===== src/rtl/forward_unit.sv =====
// forward_unit: load-use hazard detection and EX operand-forward select generation.
// Tracks EX/MEM/WB producer entries and compares them against the ID sources.
// Define FORWARD_UNIT_BYPASS_EN to enable EX/MEM forwarding; when it is not defined
// there is no bypass network, selects stay 00 and any EX/MEM producer match stalls.
module forward_unit #(
  parameter int unsigned REG_ADDR_W = 5,
  parameter int unsigned CNT_W      = 16
) (
  input  logic                  clk,
  input  logic                  rst,
  input  logic                  id_valid,
  input  logic [REG_ADDR_W-1:0] id_rs,
  input  logic [REG_ADDR_W-1:0] id_rt,
  input  logic                  id_use_rs,
  input  logic                  id_use_rt,
  input  logic [REG_ADDR_W-1:0] id_dst,
  input  logic                  id_reg_write,
  input  logic                  id_mem_read,
  input  logic                  flush,
  output logic                  stall,
  output logic [1:0]            fwd_a_sel,
  output logic [1:0]            fwd_b_sel,
  output logic [CNT_W-1:0]      stall_cnt
);

  localparam logic [1:0] SEL_RF  = 2'b00;
  localparam logic [1:0] SEL_EXM = 2'b01;
  localparam logic [1:0] SEL_MWB = 2'b10;

  typedef struct packed {
    logic                  valid;
    logic                  wr;
    logic                  load;
    logic [REG_ADDR_W-1:0] dst;
  } entry_t;

  entry_t ex_q, mem_q, wb_q;
  entry_t id_entry;

  logic ex_src, mem_src;
  logic rs_ex, rt_ex, rs_mem, rt_mem;
  logic hazard;
  logic bubble;
  logic [1:0] fwd_a_nxt, fwd_b_nxt;

  // Producer qualification and source-address matches against EX and MEM
  always_comb begin
    ex_src  = ex_q.valid  & ex_q.wr  & (ex_q.dst  != '0);
    mem_src = mem_q.valid & mem_q.wr & (mem_q.dst != '0);
    rs_ex   = id_use_rs & ex_src  & (id_rs == ex_q.dst);
    rt_ex   = id_use_rt & ex_src  & (id_rt == ex_q.dst);
    rs_mem  = id_use_rs & mem_src & (id_rs == mem_q.dst);
    rt_mem  = id_use_rt & mem_src & (id_rt == mem_q.dst);
  end

  // Hazard, stall and the entry that ID hands to EX (bubble when it cannot advance)
  always_comb begin
`ifdef FORWARD_UNIT_BYPASS_EN
    hazard = ex_q.load & (rs_ex | rt_ex);
`else
    hazard = rs_ex | rt_ex | rs_mem | rt_mem;
`endif
    stall  = ~rst & id_valid & ~flush & hazard;
    bubble = rst | ~id_valid | flush | stall;

    id_entry       = '0;
    id_entry.valid = ~bubble;
    id_entry.wr    = id_reg_write;
    id_entry.load  = id_mem_read;
    id_entry.dst   = id_dst;
  end

  // Next-cycle operand selects; EX result wins over MEM result on a double match
  always_comb begin
    fwd_a_nxt = SEL_RF;
    fwd_b_nxt = SEL_RF;
`ifdef FORWARD_UNIT_BYPASS_EN
    if (!bubble) begin
      if (rs_ex)       fwd_a_nxt = SEL_EXM;
      else if (rs_mem) fwd_a_nxt = SEL_MWB;
      if (rt_ex)       fwd_b_nxt = SEL_EXM;
      else if (rt_mem) fwd_b_nxt = SEL_MWB;
    end
`endif
  end

  // Pipeline tracking and registered selects; reset discards ID and all producers
  always_ff @(posedge clk) begin
    if (rst) begin
      ex_q      <= '0;
      mem_q     <= '0;
      wb_q      <= '0;
      fwd_a_sel <= SEL_RF;
      fwd_b_sel <= SEL_RF;
    end else begin
      ex_q      <= id_entry;
      mem_q     <= ex_q;
      wb_q      <= mem_q;
      fwd_a_sel <= fwd_a_nxt;
      fwd_b_sel <= fwd_b_nxt;
    end
  end

  // Saturating count of stalled cycles
  always_ff @(posedge clk) begin
    if (rst) begin
      stall_cnt <= '0;
    end else if (stall && (stall_cnt != {CNT_W{1'b1}})) begin
      stall_cnt <= stall_cnt + CNT_W'(1);
    end
  end

  // WB is write-through in the regfile and never matched; MEM load flag is informational
  logic unused_c;
  assign unused_c = ^{wb_q, mem_q.load, ex_q.load};

endmodule


===== config.mk =====
export PLATFORM = sky130hd
export DESIGN_NAME = forward_unit
export DESIGN_NICKNAME = d
export VERILOG_FILES = /design/src/rtl/forward_unit.sv
export SDC_FILE = /design/constraint.sdc
export NUM_CORES = 1
export LEC_CHECK = 0
export CORE_UTILIZATION = 25
export DETAILED_ROUTE_END_ITERATION = 12
export SLEW_MARGIN = 20
export SYNTH_ARGS = -nofsm -noshare
export SYNTH_HDL_FRONTEND = slang
export SYNTH_SLANG_ARGS = --single-unit

===== constraint.sdc =====
create_clock -name clk -period 2.45 [get_ports clk]
set_clock_uncertainty 0.05 [all_clocks]
set_input_delay 0.3675 -clock clk [delete_from_list [all_inputs] [get_ports clk]]
set_output_delay 0.3675 -clock clk [all_outputs]
set_load 0.02 [all_outputs]

==> metrics.cfg, run 1 <==
[cells_and_area]
final_cell_area_mm2 = 0.002141
fill_cells = 624
layoutNonFillerInstCount = 293
diodes = 0
area_delta_synth_final_pct = 35.90
multi_input_area_um2 = 917.1
register_area_um2 = 600.6
drive_gt1_share_pct = 9.633
nets = 241

[grt]
grt_first_pass_wirelength_um = 6141
grt_max_degree = 32
grt_pass1_vias = 1380
grt_antenna_before_repair = 0
grt_overflow_total = 0
grt_usage_pct = 12.26

[setup_path]
start_kind = primary input
critical-path-top-delay-family = buffers and inverters
worstPathArrival_ps = 2410
worstPathRequired_ps = 2570
crit_type = in -> reg
cpMaxStageDelayCell = clkdlybuf4s50_1
critPathMaxStageDelay_ps = 510
cp_cell_sequence = clkdlybuf4s50_1 -> xnor2_1 -> nand4_1 -> o22ai_1 -> a22oi_2 -> buf_4 -> nor4_2 -> mux2_4
rrSetupSlack_ps = 310
critPathBufInv = 2
end_kind = flop
worstPathMaxFanout = 30

[sta]
setup_viol = 0
finalHoldViolCount = 0
rsz0062_at_grt = false
fin_crit_sh_pct = 93.57
max_freq_mhz = 436.2
period_needed_ps = 2293
maxSlewViolCount = 0

[detailed_routing]
wl_per_cell_um = 12.85
drc = 0
drt-vias-per-instance = 4.867
wl_um = 3766
vias = 1426
first_pass_iters = 4
antenna_left = 0
initialDrtViolationCount = 17

[power_and_ir_drop]
cellPowerDensity_mw_per_mm2 = 515.0
leakagePower_nw = 0.7056
irDropWorstVdd_mv = 0.2217
p_total_mw = 1.102

[clock_network]
clk_path_buf_depth = 2
htreeDepth = 2
clock-root-buffer = clkbuf_8
clk_pin_slew_worst_paths_ps = 70
numClockSinks = 30
cts_tree = built
insertion_delay_ps = 280
cts_made_buffers = 5
cts_hold_buf = 0

[floorplan]
fp.dieW_um = 81.38
core_mm2 = 0.005991
rows = 28
initial_utilization_pct = 26.29
die_area_mm2 = 0.006623
die_height_um = 81.38
pin_count = 44

[synthesis]
yosys_warnings = 0
ys_seq_elements = 30
avgSynthCellArea_um2 = 8.900
ys_types = 32
synthFlopType = dfxtp_1
yosysSeqAreaShare_pct = 38.13
synthesis.area_mm2 = 0.001575
async_flop_share_pct = 0
synth_cells = 177
synth_edf_count = 0

[place]
gp_congestion = 0.7883
hpwl_um = 2614
dpl_cell_area_mm2 = 0.002018
placed_cells = 285
io_buffers = 38

[hold_path]
hold_path_class = reg -> reg

[flow_run]
max-cap-violations = 0

[outcome]
status = finished, final reports clean

stage by stage:
step / setup TNS (ps) / hold WS [ps] / utilization [%] / setup slack [ps]
2_1_floorplan: 0 / 388.4 / - / 451.7
3_3_place_gp: -1680 / 397.3 / 33.69 / -283.0
3_5_place_dp: -1893 / 410.5 / 33.69 / -285.6
4_1_cts: 0 / 428.3 / 35.51 / 7.793
5_1_grt: 0 / 450.5 / 35.74 / 36.46
6_report: 0 / 427.2 / 35.74 / 157.4
cell families (layout without fill, tap and decap cells):
logic type | after synthesis | in the layout | synth area share [%]
other | 1 | 4 | 0.2381
DFF | 30 | 30 | 38.13
muxes | 2 | 2 | 1.906
xor gates and xnor gates | 20 | 20 | 11.12
and+or+nand+nor | 74 | 74 | 28.28
AOI/OAI and AO/OA | 34 | 34 | 13.98
buffers and inverters | 15 | 53 | 5.560
adders and majority gates | 1 | 1 | 0.7942
per-layer routing:
metal / track usage (%) / vias to the layer above / part of all wire [%]
li1: - / 718 / -
met4: 5.357 / 0 / 1.3
met2: 20.58 / 32 / 45
met5: 0 / - / 0
met3: 3.371 / 4 / 5.7
met1: 14.45 / 672 / 48
state kept, by name (all words and copies together), names as in the netlist:
name	cells
stall_cnt	16
ex_q	7
mem_q	7
cells in the final DEF (no fill, tap or decap):
master | netlist | final
o22ai_2 | 0 | 1
o21ai_1 | 2 | 2
nand3b_1 | 1 | 1
a21oi_1 | 14 | 14
conb_1 | 1 | 4
xnor2_1 | 20 | 20
and4b_1 | 1 | 1
clkbuf_8 | 0 | 5
nand3_2 | 1 | 1
or3_1 | 3 | 3
o31ai_1 | 12 | 12
nand3_1 | 9 | 9
nor2b_1 | 16 | 16
and4_1 | 2 | 2
o21ai_0 | 1 | 1
ha_1 | 1 | 1
dfxtp_1 | 30 | 30
clkbuf_2 | 0 | 1
a22oi_2 | 1 | 1
o22ai_1 | 2 | 1
bufinv_16 | 0 | 1
nand4_1 | 4 | 4
and3_1 | 7 | 7
nor4b_1 | 1 | 1
clkinv_2 | 0 | 2
o311a_1 | 2 | 2
nor4_2 | 0 | 2
inv_1 | 2 | 2
or4_1 | 12 | 12
mux2_4 | 2 | 2
nand2_1 | 11 | 11
clkdlybuf4s50_1 | 0 | 37
nor2_1 | 4 | 4
buf_4 | 4 | 5
report_power, final:
group	internal, mW	switching, mW
clock network	0.299	0.183
logic	0.0632	0.0484
registers	0.498	0.0105
total	0.860	0.242
synthesized netlist by cell type (5+ instances only):
cell / count / area share, %
dfxtp_1: 30 / 38
xnor2_1: 20 / 11
nor2b_1: 16 / 6.4
a21oi_1: 14 / 4.4
o31ai_1: 12 / 5.7
or4_1: 12 / 5.7
nand2_1: 11 / 2.6
nand3_1: 9 / 2.9
and3_1: 7 / 2.8
clkbuf_1: 5 / 1.2
worst paths after layout:
path	startpoint	end	cells after the start
worst max register to register	stall_cnt[0]	stall_cnt[7]	6
worst min register to register	ex_q[7]	mem_q[7]	1
worst max-delay path	id_rt[3]	stall_cnt[8]	8
worst min-delay path	ex_q[7]	mem_q[7]	1
what timing repair did:
item	in CTS	in global routing
setup endpoints to repair	1	7
resized for setup	2	4
buffers inserted	0	0
cloned	0	0
worst register-to-register path: stages (launching register included):
cell and delay, ps:
dfxtp_1 370, ha_1 290, and3_1 220, nand3_1 120
nand3_2 310, or4_1 570, a21oi_1 150
cell type report:
type                    count  share of cell area (%)
repair buffers             43                   19.29
flip-flops and latches     30                   28.05
well taps                  75                   4.383
inverters                   2                  0.3507
multi-input cells         135                   42.84
clock inverters             3                   1.870
clock buffers               5                   3.214
No activity file was read; power rests on OpenSTA's default activity.
==> inputs of run 2 (changes only) <==
Settings changed: CORE_MARGIN set to 2.
==> run 2 against run 1 <==
  * Clock power up 1%
  * Largest power group unchanged
  * Routed wire length is 0.42% higher
  * Clock-buffer cell count did not move
  * First-iteration DRC count grew 82%
  * Utilization did not move
  * Power up 0.45%
  * Register-to-register slack is essentially flat
  * Die area increased by 5.0%
  * Final area unchanged
==> metrics.cfg, run 2 (synthesis gave the netlist of run 1 again) <==
[outcome]
status = finished, final reports clean  ; unchanged

[clock_network]
clk_pin_slew_worst_paths_ps = 60  ; was 70 ps
clock-root-buffer = clkbuf_8  ; unchanged
numClockSinks = 30  ; unchanged
clk_path_buf_depth = 2  ; unchanged
cts_made_buffers = 5  ; unchanged
htreeDepth = 2  ; unchanged
cts_resized = 2  ; unchanged
cts_tree = built  ; unchanged
insertion_delay_ps = 280  ; about the same
cts_setup_buffers = 0  ; unchanged
cts_hold_buf = 0  ; unchanged

[power_and_ir_drop]
combPwrFrac_pct = 10.1  ; about the same
p_switching_uw = 247.2  ; was 242.3 uW
cellPowerDensity_mw_per_mm2 = 517.3  ; was 515.0 mW/mm2
internal_power_uw = 860.2  ; was 860.1 uW
pwr-share-clk_pct = 44.0  ; was 43.7%
irDropWorstVdd_mv = 0.2340  ; was 0.2217 mV
leakagePower_nw = 0.7056  ; unchanged
pwr-share-seq_pct = 45.9  ; was 46.1%
swShare_pct = 22.32  ; was 21.98%

[grt]
grt_first_pass_wirelength_um = 6720  ; was 6141 um
grt_max_degree = 32  ; unchanged
grt_overflow_total = 0  ; unchanged
grt_usage_pct = 11.74  ; was 12.26%
grt_antenna_before_repair = 0  ; unchanged
grt_pass1_vias = 1451  ; was 1380

[sta]
rsz0062_at_grt = false  ; unchanged
finalHoldViolCount = 0  ; unchanged
fin_crit_sh_pct = 93.49  ; was 93.57%
setup_viol = 0  ; unchanged
max_freq_mhz = 436.6  ; was 436.2 MHz
period_needed_ps = 2290  ; was 2293 ps
maxSlewViolCount = 0  ; unchanged

[detailed_routing]
wl_um = 3782  ; was 3766 um
antenna_left = 0  ; unchanged
drt-vias-per-instance = 4.788  ; was 4.867
drc = 0  ; unchanged
initialDrtViolationCount = 31  ; was 17
vias = 1403  ; was 1426
wl_per_cell_um = 12.91  ; was 12.85 um
first_pass_iters = 3  ; was 4

[cells_and_area]
diodes = 0  ; unchanged
largest_reg_flops = 16  ; unchanged
drive_gt1_share_pct = 9.633  ; unchanged
post-route-util_pct = 35.74  ; unchanged
nets = 241  ; unchanged
regMostFlops = stall_cnt  ; unchanged
layoutNonFillerInstCount = 293  ; unchanged
final_cell_area_mm2 = 0.002141  ; unchanged
area_delta_synth_final_pct = 35.90  ; unchanged
largestRegisters = stall_cnt (16), ex_q (7), mem_q (7)  ; unchanged
layout_commonest_cell = clkdlybuf4s50_1  ; unchanged
fill_cells = 634  ; was 624
final_cell_mix = clkdlybuf4s50_1 (37), dfxtp_1 (30), xnor2_1 (20)  ; unchanged

[place]
gp_congestion = 0.7862  ; was 0.7883
hpwl_um = 2710  ; was 2614 um
placed_cells = 285  ; unchanged
dpl_cell_area_mm2 = 0.002018  ; unchanged
io_buffers = 38  ; unchanged

[setup_path]
crit_type = in -> reg  ; unchanged
worstPathRequired_ps = 2580  ; was 2570 ps
critical-path-top-delay-family = buffers and inverters  ; unchanged
worstPathArrival_ps = 2420  ; was 2410 ps
cpMaxStageDelayCell = clkdlybuf4s50_1  ; unchanged
cp_cell_sequence = clkdlybuf4s50_1 -> xnor2_1 -> nand4_1 -> o22ai_1 -> a22oi_2 -> buf_4 -> nor4_2 -> mux2_4  ; unchanged
critPathMaxStageDelay_ps = 510  ; about the same
start_kind = primary input  ; unchanged
worstPathMaxFanout = 30  ; unchanged
critPathBufInv = 2  ; unchanged
end_kind = flop  ; unchanged

[floorplan]
fp.dieW_um = 83.38  ; was 81.38 um
pin_count = 44  ; unchanged
rows = 28  ; unchanged
core_mm2 = 0.005991  ; unchanged
die_height_um = 83.38  ; was 81.38 um
die_area_mm2 = 0.006952  ; was 0.006623 mm2
initial_utilization_pct = 26.29  ; unchanged

[hold_path]
hold_path_class = reg -> reg  ; unchanged

[flow_run]
max-cap-violations = 0  ; unchanged

run 2: worst reg2reg max path, stage by stage, from the launching register on:
cell and delay (ps):
dfxtp_1 360, ha_1 280, and3_1 220, nand3_1 120, nand3_2 310, or4_1 570, a21oi_1 150
run 2: final timing paths:
kind                                    from            end  slack (ps)  cells after the start
worst min register to register       ex_q[7]       mem_q[7]         420                      1
worst min-delay path                 ex_q[7]       mem_q[7]         420                      1
worst max-delay path                id_rt[1]   stall_cnt[8]         160                      8
worst max register to register  stall_cnt[0]  stall_cnt[10]         300                      6
run 2: power by group through the flow:
stage | combinational (mW) | clock (mW) | sequential, mW
3_3_place_gp | 0.111 | 0 | 0.520
3_5_place_dp | 0.111 | 0 | 0.520
6_report | 0.112 | 0.487 | 0.509
2_1_floorplan | 0.0629 | 0 | 0.517
5_1_grt | 0.122 | 0.520 | 0.510
4_1_cts | 0.112 | 0.498 | 0.509
run 2: cell type report:
class                      count  area (um2)  share of cell area, %
clock buffer                   5       68.82                  3.214
clock inverter                 3       40.04                  1.870
inverter                       2       7.507                 0.3507
multi-input combinational    135       917.1                  42.84
sequential                    30       600.6                  28.05
tap                           75       93.84                  4.383
timing repair buffer          43       412.9                  19.29
run 2: stage by stage:
stage               power (mW)  setup TNS, ps  hold WS (ps)  setup WS [ps]
floorplan               0.5798              0         388.4          451.7
global placement        0.6306          -1695         395.7         -286.6
detailed placement      0.6307          -1760         408.9         -281.3
CTS                      1.119              0         426.1          12.99
global route             1.152              0         447.3          7.128
finish                   1.107              0         421.1          159.5
run 2: per-layer routing:
metal	wire, um	GRT usage, %	share of wire, %	vias to the layer above
met3	196	3.280	5.2	6
met4	57	4.024	1.5	0
met5	0	0	0	-
met1	1858	15.65	49	642
met2	1669	18.18	44	30
li1	-	-	-	725
